## src/rtl/pcie_dllp_pkg.sv

```systemverilog
// -----------------------------------------------------------------------------
// pcie_dllp_pkg
// Shared definitions for the DLLP transmit path:
//   - DLLP type byte constants (Ack, Nak, InitFC1/InitFC2/UpdateFC for VC0)
//   - CRC-16 polynomial and seed used for DLLP protection
//   - transmit FSM state encoding
//   - crc16_step(): one bit of the serial CRC-16 update
// No ports (package).
// -----------------------------------------------------------------------------
package pcie_dllp_pkg;

  localparam logic [7:0] DLLP_ACK          = 8'h00;
  localparam logic [7:0] DLLP_NAK          = 8'h10;
  localparam logic [7:0] DLLP_INITFC1_P    = 8'h40;
  localparam logic [7:0] DLLP_INITFC1_NP   = 8'h50;
  localparam logic [7:0] DLLP_INITFC1_CPL  = 8'h60;
  localparam logic [7:0] DLLP_INITFC2_P    = 8'hC0;
  localparam logic [7:0] DLLP_INITFC2_NP   = 8'hD0;
  localparam logic [7:0] DLLP_INITFC2_CPL  = 8'hE0;
  localparam logic [7:0] DLLP_UPDATEFC_P   = 8'h80;
  localparam logic [7:0] DLLP_UPDATEFC_NP  = 8'h90;
  localparam logic [7:0] DLLP_UPDATEFC_CPL = 8'hA0;

  localparam logic [15:0] CRC_POLY = 16'h100B;
  localparam logic [15:0] CRC_SEED = 16'hFFFF;

  typedef enum logic [1:0] {
    ST_IDLE  = 2'd0,
    ST_BEAT0 = 2'd1,
    ST_BEAT1 = 2'd2
  } dllp_state_e;

  // Shift one input bit into the CRC register (MSB-out, polynomial feedback).
  function automatic logic [15:0] crc16_step(input logic [15:0] crc, input logic din);
    logic fb;
    fb = crc[15] ^ din;
    crc16_step = {crc[14:0], 1'b0} ^ (fb ? CRC_POLY : 16'h0000);
  endfunction

endpackage

```

## src/rtl/pcie_dllp_tx_if.sv

```systemverilog
// -----------------------------------------------------------------------------
// pcie_dllp_tx_if
// AXI-Stream style bus carrying DLLP beats from the data link layer to the PHY.
//   tdata/tkeep/tvalid/tlast/tuser : driven by the master (DLLP transmitter)
//   tready                         : driven by the slave (PHY)
// -----------------------------------------------------------------------------
interface pcie_dllp_tx_if #(
  parameter int DATA_WIDTH = 32,
  parameter int KEEP_WIDTH = DATA_WIDTH / 8,
  parameter int USER_WIDTH = 4
);

  logic [DATA_WIDTH-1:0] tdata;
  logic [KEEP_WIDTH-1:0] tkeep;
  logic                  tvalid;
  logic                  tlast;
  logic [USER_WIDTH-1:0] tuser;
  logic                  tready;

  modport master (output tdata, output tkeep, output tvalid, output tlast,
                  output tuser, input tready);
  modport slave  (input tdata, input tkeep, input tvalid, input tlast,
                  input tuser, output tready);

endinterface

```

## src/rtl/pcie_dllp_crc16.sv

```systemverilog
// -----------------------------------------------------------------------------
// pcie_dllp_crc16
// Combinational DLLP CRC-16 over the four DLLP bytes.
//   data_i [31:0] : DLLP bytes, byte0 in [7:0]; each byte enters bit 0 first
//   crc_o  [15:0] : CRC field as sent, byte4 in [7:0], byte5 in [15:8]
// -----------------------------------------------------------------------------
module pcie_dllp_crc16
  import pcie_dllp_pkg::*;
(
  input  logic [31:0] data_i,
  output logic [15:0] crc_o
);

  logic [15:0] crc_v;

  // Serial CRC unrolled over all 32 bits, then complemented and bit-reversed:
  // register bit 15 lands in byte4 bit 0 and register bit 0 in byte5 bit 7.
  always_comb begin
    crc_v = CRC_SEED;
    for (int i = 0; i < 32; i++) begin
      crc_v = crc16_step(crc_v, data_i[i]);
    end
    crc_o = 16'h0000;
    for (int j = 0; j < 16; j++) begin
      crc_o[j] = ~crc_v[15-j];
    end
  end

endmodule

```

## src/rtl/pcie_dllp_tx.sv

```systemverilog
// -----------------------------------------------------------------------------
// pcie_dllp_tx
// Schedules and transmits Ack, Nak and flow-control DLLPs as two-beat frames.
//   clk_i, rst_i          : clock, asynchronous active-high reset
//   phy_link_up_i         : launches allowed only while high
//   ack_req_i, nak_req_i  : one-cycle requests, ackd_seq_i captured with each
//   fc_valid_i/fc_ready_o : FC request handshake, fields fc_type/hdr/data_i
//   m_axis_dllp2phy       : beat0 = DLLP bytes 0..3, beat1 = CRC-16 (tlast)
// -----------------------------------------------------------------------------
module pcie_dllp_tx
  import pcie_dllp_pkg::*;
#(
  parameter int DATA_WIDTH = 32,
  parameter int KEEP_WIDTH = DATA_WIDTH / 8,
  parameter int USER_WIDTH = 4
) (
  input  logic          clk_i,
  input  logic          rst_i,
  input  logic          phy_link_up_i,
  input  logic          ack_req_i,
  input  logic          nak_req_i,
  input  logic [11:0]   ackd_seq_i,
  input  logic          fc_valid_i,
  output logic          fc_ready_o,
  input  logic [7:0]    fc_type_i,
  input  logic [7:0]    fc_hdr_i,
  input  logic [11:0]   fc_data_i,
  pcie_dllp_tx_if.master m_axis_dllp2phy
);

  localparam logic [USER_WIDTH-1:0] TUSER_DLLP = USER_WIDTH'(1);

  dllp_state_e           state_q, state_d;
  logic                  ack_pend_q, ack_pend_d;
  logic                  nak_pend_q, nak_pend_d;
  logic [11:0]           seq_q, seq_d;
  logic [15:0]           crc_q, crc_d;
  logic                  tvalid_q, tvalid_d;
  logic                  tlast_q, tlast_d;
  logic [DATA_WIDTH-1:0] tdata_q, tdata_d;
  logic [KEEP_WIDTH-1:0] tkeep_q, tkeep_d;
  logic [USER_WIDTH-1:0] tuser_q, tuser_d;

  logic                  launch_s, launch_nak_s, launch_ack_s, launch_fc_s;
  logic [31:0]           frame_s;
  logic [15:0]           crc_s;

  // Launch decision; Nak beats Ack beats FC.
  always_comb begin
    launch_s     = (state_q == ST_IDLE) && phy_link_up_i &&
                   (nak_pend_q || ack_pend_q || fc_valid_i);
    launch_nak_s = launch_s && nak_pend_q;
    launch_ack_s = launch_s && !nak_pend_q && ack_pend_q;
    launch_fc_s  = launch_s && !nak_pend_q && !ack_pend_q;
  end

  // DLLP bytes for whichever source would launch now (byte0 in [7:0]).
  always_comb begin
    if (nak_pend_q) begin
      frame_s = {seq_q[7:0], 4'h0, seq_q[11:8], 8'h00, DLLP_NAK};
    end else if (ack_pend_q) begin
      frame_s = {seq_q[7:0], 4'h0, seq_q[11:8], 8'h00, DLLP_ACK};
    end else begin
      frame_s = {fc_data_i[7:0], fc_hdr_i[1:0], 2'b00, fc_data_i[11:8],
                 2'b00, fc_hdr_i[7:2], fc_type_i};
    end
  end

  pcie_dllp_crc16 u_crc (
    .data_i (frame_s),
    .crc_o  (crc_s)
  );

  // Reset gating keeps the FC handshake quiet while the block is held in reset.
  assign fc_ready_o = launch_fc_s && !rst_i;

  // Pending flags: a request in the launch cycle of its own type re-arms the
  // flag after the clear, so it wins; link down drops everything pending.
  always_comb begin
    if (!phy_link_up_i) begin
      ack_pend_d = 1'b0;
      nak_pend_d = 1'b0;
    end else begin
      nak_pend_d = (nak_pend_q && !launch_nak_s) || nak_req_i;
      ack_pend_d = (ack_pend_q && !launch_nak_s && !launch_ack_s) || ack_req_i;
    end
    if (ack_req_i || nak_req_i) begin
      seq_d = ackd_seq_i;
    end else begin
      seq_d = seq_q;
    end
  end

  // Frame FSM and registered stream outputs.
  always_comb begin
    state_d  = state_q;
    crc_d    = crc_q;
    tvalid_d = tvalid_q;
    tlast_d  = tlast_q;
    tdata_d  = tdata_q;
    tkeep_d  = tkeep_q;
    tuser_d  = tuser_q;
    case (state_q)
      ST_IDLE: begin
        if (launch_s) begin
          state_d  = ST_BEAT0;
          crc_d    = crc_s;
          tvalid_d = 1'b1;
          tlast_d  = 1'b0;
          tdata_d  = DATA_WIDTH'(frame_s);
          tkeep_d  = KEEP_WIDTH'(4'hF);
          tuser_d  = TUSER_DLLP;
        end else begin
          state_d  = ST_IDLE;
        end
      end
      ST_BEAT0: begin
        if (m_axis_dllp2phy.tready) begin
          state_d  = ST_BEAT1;
          tdata_d  = DATA_WIDTH'({16'h0000, crc_q});
          tkeep_d  = KEEP_WIDTH'(4'h3);
          tlast_d  = 1'b1;
        end else begin
          state_d  = ST_BEAT0;
        end
      end
      ST_BEAT1: begin
        if (m_axis_dllp2phy.tready) begin
          state_d  = ST_IDLE;
          tvalid_d = 1'b0;
          tlast_d  = 1'b0;
          tdata_d  = '0;
          tkeep_d  = '0;
          tuser_d  = '0;
        end else begin
          state_d  = ST_BEAT1;
        end
      end
      default: begin
        state_d  = ST_IDLE;
        tvalid_d = 1'b0;
        tlast_d  = 1'b0;
        tdata_d  = '0;
        tkeep_d  = '0;
        tuser_d  = '0;
      end
    endcase
  end

  // State and output registers.
  always_ff @(posedge clk_i or posedge rst_i) begin
    if (rst_i) begin
      state_q    <= ST_IDLE;
      ack_pend_q <= 1'b0;
      nak_pend_q <= 1'b0;
      seq_q      <= 12'h000;
      crc_q      <= 16'h0000;
      tvalid_q   <= 1'b0;
      tlast_q    <= 1'b0;
      tdata_q    <= '0;
      tkeep_q    <= '0;
      tuser_q    <= '0;
    end else begin
      state_q    <= state_d;
      ack_pend_q <= ack_pend_d;
      nak_pend_q <= nak_pend_d;
      seq_q      <= seq_d;
      crc_q      <= crc_d;
      tvalid_q   <= tvalid_d;
      tlast_q    <= tlast_d;
      tdata_q    <= tdata_d;
      tkeep_q    <= tkeep_d;
      tuser_q    <= tuser_d;
    end
  end

  assign m_axis_dllp2phy.tdata  = tdata_q;
  assign m_axis_dllp2phy.tkeep  = tkeep_q;
  assign m_axis_dllp2phy.tvalid = tvalid_q;
  assign m_axis_dllp2phy.tlast  = tlast_q;
  assign m_axis_dllp2phy.tuser  = tuser_q;

endmodule
```

## src/flat_wrapper.sv

```systemverilog
// flat-port wrapper written by rule: the top's interface ports become plain ports
module pcie_dllp_tx_flat import pcie_dllp_pkg::*;
#(
  parameter int DATA_WIDTH = 32,
  parameter int KEEP_WIDTH = DATA_WIDTH / 8,
  parameter int USER_WIDTH = 4
)
  (clk_i, rst_i, phy_link_up_i, ack_req_i, nak_req_i, ackd_seq_i, fc_valid_i, fc_ready_o, fc_type_i, fc_hdr_i, fc_data_i, m_axis_dllp2phy_tdata, m_axis_dllp2phy_tkeep, m_axis_dllp2phy_tvalid, m_axis_dllp2phy_tlast, m_axis_dllp2phy_tuser, m_axis_dllp2phy_tready);
  pcie_dllp_tx_if #(.DATA_WIDTH(DATA_WIDTH), .KEEP_WIDTH(KEEP_WIDTH), .USER_WIDTH(USER_WIDTH)) m_axis_dllp2phy_i ();
  input  logic clk_i;
  input  logic rst_i;
  input  logic phy_link_up_i;
  input  logic ack_req_i;
  input  logic nak_req_i;
  input  logic [11:0] ackd_seq_i;
  input  logic fc_valid_i;
  output logic fc_ready_o;
  input  logic [7:0] fc_type_i;
  input  logic [7:0] fc_hdr_i;
  input  logic [11:0] fc_data_i;
  output wire logic [$bits(m_axis_dllp2phy_i.tdata)-1:0] m_axis_dllp2phy_tdata;
  output wire logic [$bits(m_axis_dllp2phy_i.tkeep)-1:0] m_axis_dllp2phy_tkeep;
  output wire logic [$bits(m_axis_dllp2phy_i.tvalid)-1:0] m_axis_dllp2phy_tvalid;
  output wire logic [$bits(m_axis_dllp2phy_i.tlast)-1:0] m_axis_dllp2phy_tlast;
  output wire logic [$bits(m_axis_dllp2phy_i.tuser)-1:0] m_axis_dllp2phy_tuser;
  input wire logic [$bits(m_axis_dllp2phy_i.tready)-1:0] m_axis_dllp2phy_tready;
  assign m_axis_dllp2phy_tdata = m_axis_dllp2phy_i.tdata;
  assign m_axis_dllp2phy_tkeep = m_axis_dllp2phy_i.tkeep;
  assign m_axis_dllp2phy_tvalid = m_axis_dllp2phy_i.tvalid;
  assign m_axis_dllp2phy_tlast = m_axis_dllp2phy_i.tlast;
  assign m_axis_dllp2phy_tuser = m_axis_dllp2phy_i.tuser;
  assign m_axis_dllp2phy_i.tready = m_axis_dllp2phy_tready;
  pcie_dllp_tx #(.DATA_WIDTH(DATA_WIDTH), .KEEP_WIDTH(KEEP_WIDTH), .USER_WIDTH(USER_WIDTH)) u_core (.clk_i(clk_i), .rst_i(rst_i), .phy_link_up_i(phy_link_up_i), .ack_req_i(ack_req_i), .nak_req_i(nak_req_i), .ackd_seq_i(ackd_seq_i), .fc_valid_i(fc_valid_i), .fc_ready_o(fc_ready_o), .fc_type_i(fc_type_i), .fc_hdr_i(fc_hdr_i), .fc_data_i(fc_data_i), .m_axis_dllp2phy(m_axis_dllp2phy_i));
endmodule
```

## config.mk

```make
export PLATFORM = sky130hd
export DESIGN_NAME = pcie_dllp_tx_flat
export DESIGN_NICKNAME = d
export VERILOG_FILES = /design/src/rtl/pcie_dllp_pkg.sv /design/src/rtl/pcie_dllp_tx_if.sv /design/src/rtl/pcie_dllp_crc16.sv /design/src/rtl/pcie_dllp_tx.sv /design/src/flat_wrapper.sv
export SDC_FILE = /design/constraint.sdc
export NUM_CORES = 1
export LEC_CHECK = 0
export ABC_AREA = 1
export CAP_MARGIN = 20
export CORE_ASPECT_RATIO = 1.1
export CORE_MARGIN = 4
export CORE_UTILIZATION = 59
export DETAILED_ROUTE_END_ITERATION = 8
export PLACE_DENSITY = 0.95
export SLEW_MARGIN = 20
export SYNTH_ARGS = -nofsm -noshare
export SYNTH_HDL_FRONTEND = slang
export SYNTH_HIERARCHICAL = 1
export SYNTH_SLANG_ARGS = --single-unit
export TNS_END_PERCENT = 100
```

## constraint.sdc

```tcl
create_clock -name clk_i -period 7 [get_ports clk_i]
set_clock_uncertainty 0.15 [all_clocks]
set_input_delay 0.7 -clock clk_i [delete_from_list [all_inputs] [get_ports clk_i]]
set_output_delay 0.7 -clock clk_i [all_outputs]
set_load 0.005 [all_outputs]
```

==> impl_metrics.ini <==
[cts]
cts_inserted_buffers = 9
clock_sink_count = 66
h-tree-depth = 3
clkLatencyLatePin_ns = 0.34
cts.path.max_buffers = 2
cts_setup_buffers = 0
cts-root-buf = clkbuf_8
cts_resized = 0
cts_tree = built
clk_pin_slew_worst_paths_ns = 0.08
cts-hold-fix-buffers = 0

[yosys]
synth_area_leaders = dfrtp_1 (31%), nand2_1 (28%), nand3_1 (6.4%)
ys.warnings.count = 6
synth_top_area_share_pct = 30.64
syn_inst = 857
syn_avg_cell_area_um2 = 6.290
netlist_area_um2 = 5390
seq_area_frac_synth_pct = 30.64
ys_seq_elements = 66
synth_top_cell_by_area = dfrtp_1
synth_cell_types = 28

[grt]
antenna_found_initial = 0
grt_overflow = 0
grt_start_max_net_pins = 67
grt_pass1_vias = 5501
grt_pass1_wl_um = 26000
grt_usage_pct = 30.34

[finish]
num_antenna_cells = 0
drive_gt1_share_pct = 10.36
syn2layout_area_growth_pct = 19.36
fin_nets = 978

[status]
outcome = finished, final reports clean

[hold_path]
whs_path_depth = 2
min_path_type = flop to flop
holdPathEnd = u_core/m_axis_dllp2phy.tdata[14]
min_from = u_core/m_axis_dllp2phy.tdata[14]

[floorplanning]
start_util_pct = 60.74
io_pins = 90
die_w_um = 99.14
die_area_um2 = 10730
dieHeight_um = 108.2
core_area_um2 = 8874
rows = 36

[place]
gp_congestion = 1.072
hpwl_um = 11820
io_buffers = 84

[critical_path]
critical_path_buf_inv_count = 2
crit_required_ns = 7.08
cp_common_cell = nand2_1
critPathCaptureType = flop
path_class = flop to flop
critPathTopFamily = simple AND/OR/NAND/NOR gates
start_kind = flop
worstPathMaxFanout = 15
critPathLaunch = u_core/ack_pend_q
cp.arrival_ns = 4.09
path_cells = inv_1, nand2_1, nor2_1, nand2_1, nand2_1, nand2_1, nand2_1, nor2_1, nor2_1, nand2_1, nand2_2, nand2_2, nand2_4, nand2_2, nand2_2, inv_2, nand2_1, nand2_1, nand2_1, nand2_1, nand2_1, nand2_1
ff2ff_setup_slack_ns = 2.99
worstReg2RegEnd = u_core/crc_q[10]
crit_cells = 22
timing.rr.start = u_core/ack_pend_q
r2r_cells = 22
slowest_delay_ns = 0.77
worst_path_max_delay_cell = nor2_1

[sta]
hold_viol_final = 0
worst_pin_slew_ns = 1.006
slew_violations = 0
fmax_mhz = 249.1
period_needed_ns = 4.014
final-setup-viol-count = 0
rsz0062_at_grt = false
finalSetupTns_ns = 0
hold_ws_ns = 0.3275
slew_headroom_pct = 32.68
period_share_pct = 57.35

[pwr]
p_leak_nw = 3.666
vdd_drop_max_uv = 184.9
powerDensity_nw_per_um2 = 418.5

[drt]
dr.pass1.iters = 6
drcViolationCount = 0
num_vias = 5764
post_drt_wl_per_cell_um = 15.09
viasPerCell = 5.490
drt_iter0_markers = 761
detail-route-antenna-nets = 0
wirelength_um = 15850

[job]
maxCapViolations = 0
metal layers:
layer | global-route usage [%] | routed length [um] | share of wire, %
met1 | 37.20 | 5990 | 38
met2 | 50.72 | 7593 | 48
met3 | 5.032 | 1431 | 9.0
met4 | 17.07 | 833 | 5.3
met5 | 0 | 0 | 0
cell families (layout without fill, tap and decap cells):
group,after synthesis,in the layout,synth area share (%)
buf+inv,137,204,11.82
flops,66,66,30.64
simple gates,584,584,47.75
other cells,1,13,0.06957
xor+xnor,42,42,7.173
compound gates,27,27,2.554
stage by stage:
step                power [mW]  std cells  setup WS (ns)  utilization [%]  area [um2]
global placement         2.169       1034          3.020            69.70        6185
detailed placement       2.231       1034          2.986            69.70        6185
floorplan                1.825        869          4.274                -        5435
CTS                      2.659       1050          3.138            72.50        6434
finish                   2.692       1050          2.986            72.50        6434
global route             2.892       1050          2.581            72.50        6434
cells in the final DEF (no fill, tap or decap), types with 12 or more instances in the layout:
cell,instances
inv_2,14
nor2_1,46
a21oi_1,14
xor2_1,27
o21ai_0,12
dfrtp_1,66
inv_1,86
conb_1,13
nand3_1,69
nand2_1,396
nand3_2,14
xnor2_1,14
clkdlybuf4s50_1,84
nand2_2,35
cell usage after synthesis:
cell type,number
nand2_1,396
inv_1,87
nand3_1,69
dfrtp_1,66
nor2_1,46
nand2_2,35
xor2_1,27
a21oi_1,14
nand3_2,14
xnor2_1,14
inv_2,13
o21ai_0,12
buf_4,11
buf_2,10
nand2_4,10
buf_6,7
clkbuf_1,5
nand4_1,5
nand3b_1,3
nor3_1,3
inv_4,2
nor2_4,2
buf_1,1
buf_8,1
conb_1,1
nor2_2,1
o211ai_1,1
xor2_4,1
where the power goes:
| group | switching [mW] | internal, mW |
|---|---|---|
| Sequential | 0.0878 | 0.517 |
| Combinational | 1.07 | 0.618 |
| Clock | 0.157 | 0.240 |
worst max-delay path by stage:
stage,to,slack (ns)
5_1_grt,u_core/crc_q[11],2.58
6_report,u_core/crc_q[10],2.99
3_3_place_gp,u_core/crc_q[10],3.02
3_5_place_dp,u_core/crc_q[10],2.99
2_1_floorplan,u_core/crc_q[11],4.27
4_1_cts,u_core/crc_q[11],3.14
final cells by class:
type	count	area (um2)
Fill cell	645	2440
Multi-Input combinational cell	666	3147
Clock inverter	7	125.1
Inverter	102	387.9
Tap cell	114	142.6
Sequential cell	66	1652
Clock buffer	9	123.9
Timing Repair Buffer	86	855.8
state kept, by name, summed over array words and instances (netlist names):
register                      flops
u_core/ack_pend_q                 1
u_core/state_q                    2
u_core/m_axis_dllp2phy.tlast      1
u_core/m_axis_dllp2phy.tuser      1
u_core/m_axis_dllp2phy.tdata     30
u_core/seq_q                     12
u_core/nak_pend_q                 1
u_core/crc_q                     16
u_core/m_axis_dllp2phy.tkeep      2
worst register-to-register path, stage by stage (launching register included):
cell and delay, ns:
dfrtp_1 0.55, inv_1 0.41, nand2_1 0.09, nor2_1 0.77
nand2_1 0.26, nand2_1 0.19, nand2_1 0.08, nand2_1 0.08
nor2_1 0.05, nor2_1 0.18, nand2_1 0.09, nand2_2 0.13
nand2_2 0.10, nand2_4 0.12, nand2_2 0.07, nand2_2 0.11
inv_2 0.07, nand2_1 0.08, nand2_1 0.05, nand2_1 0.05
nand2_1 0.07, nand2_1 0.08, nand2_1 0.07
(Power assumes the default switching activity.)
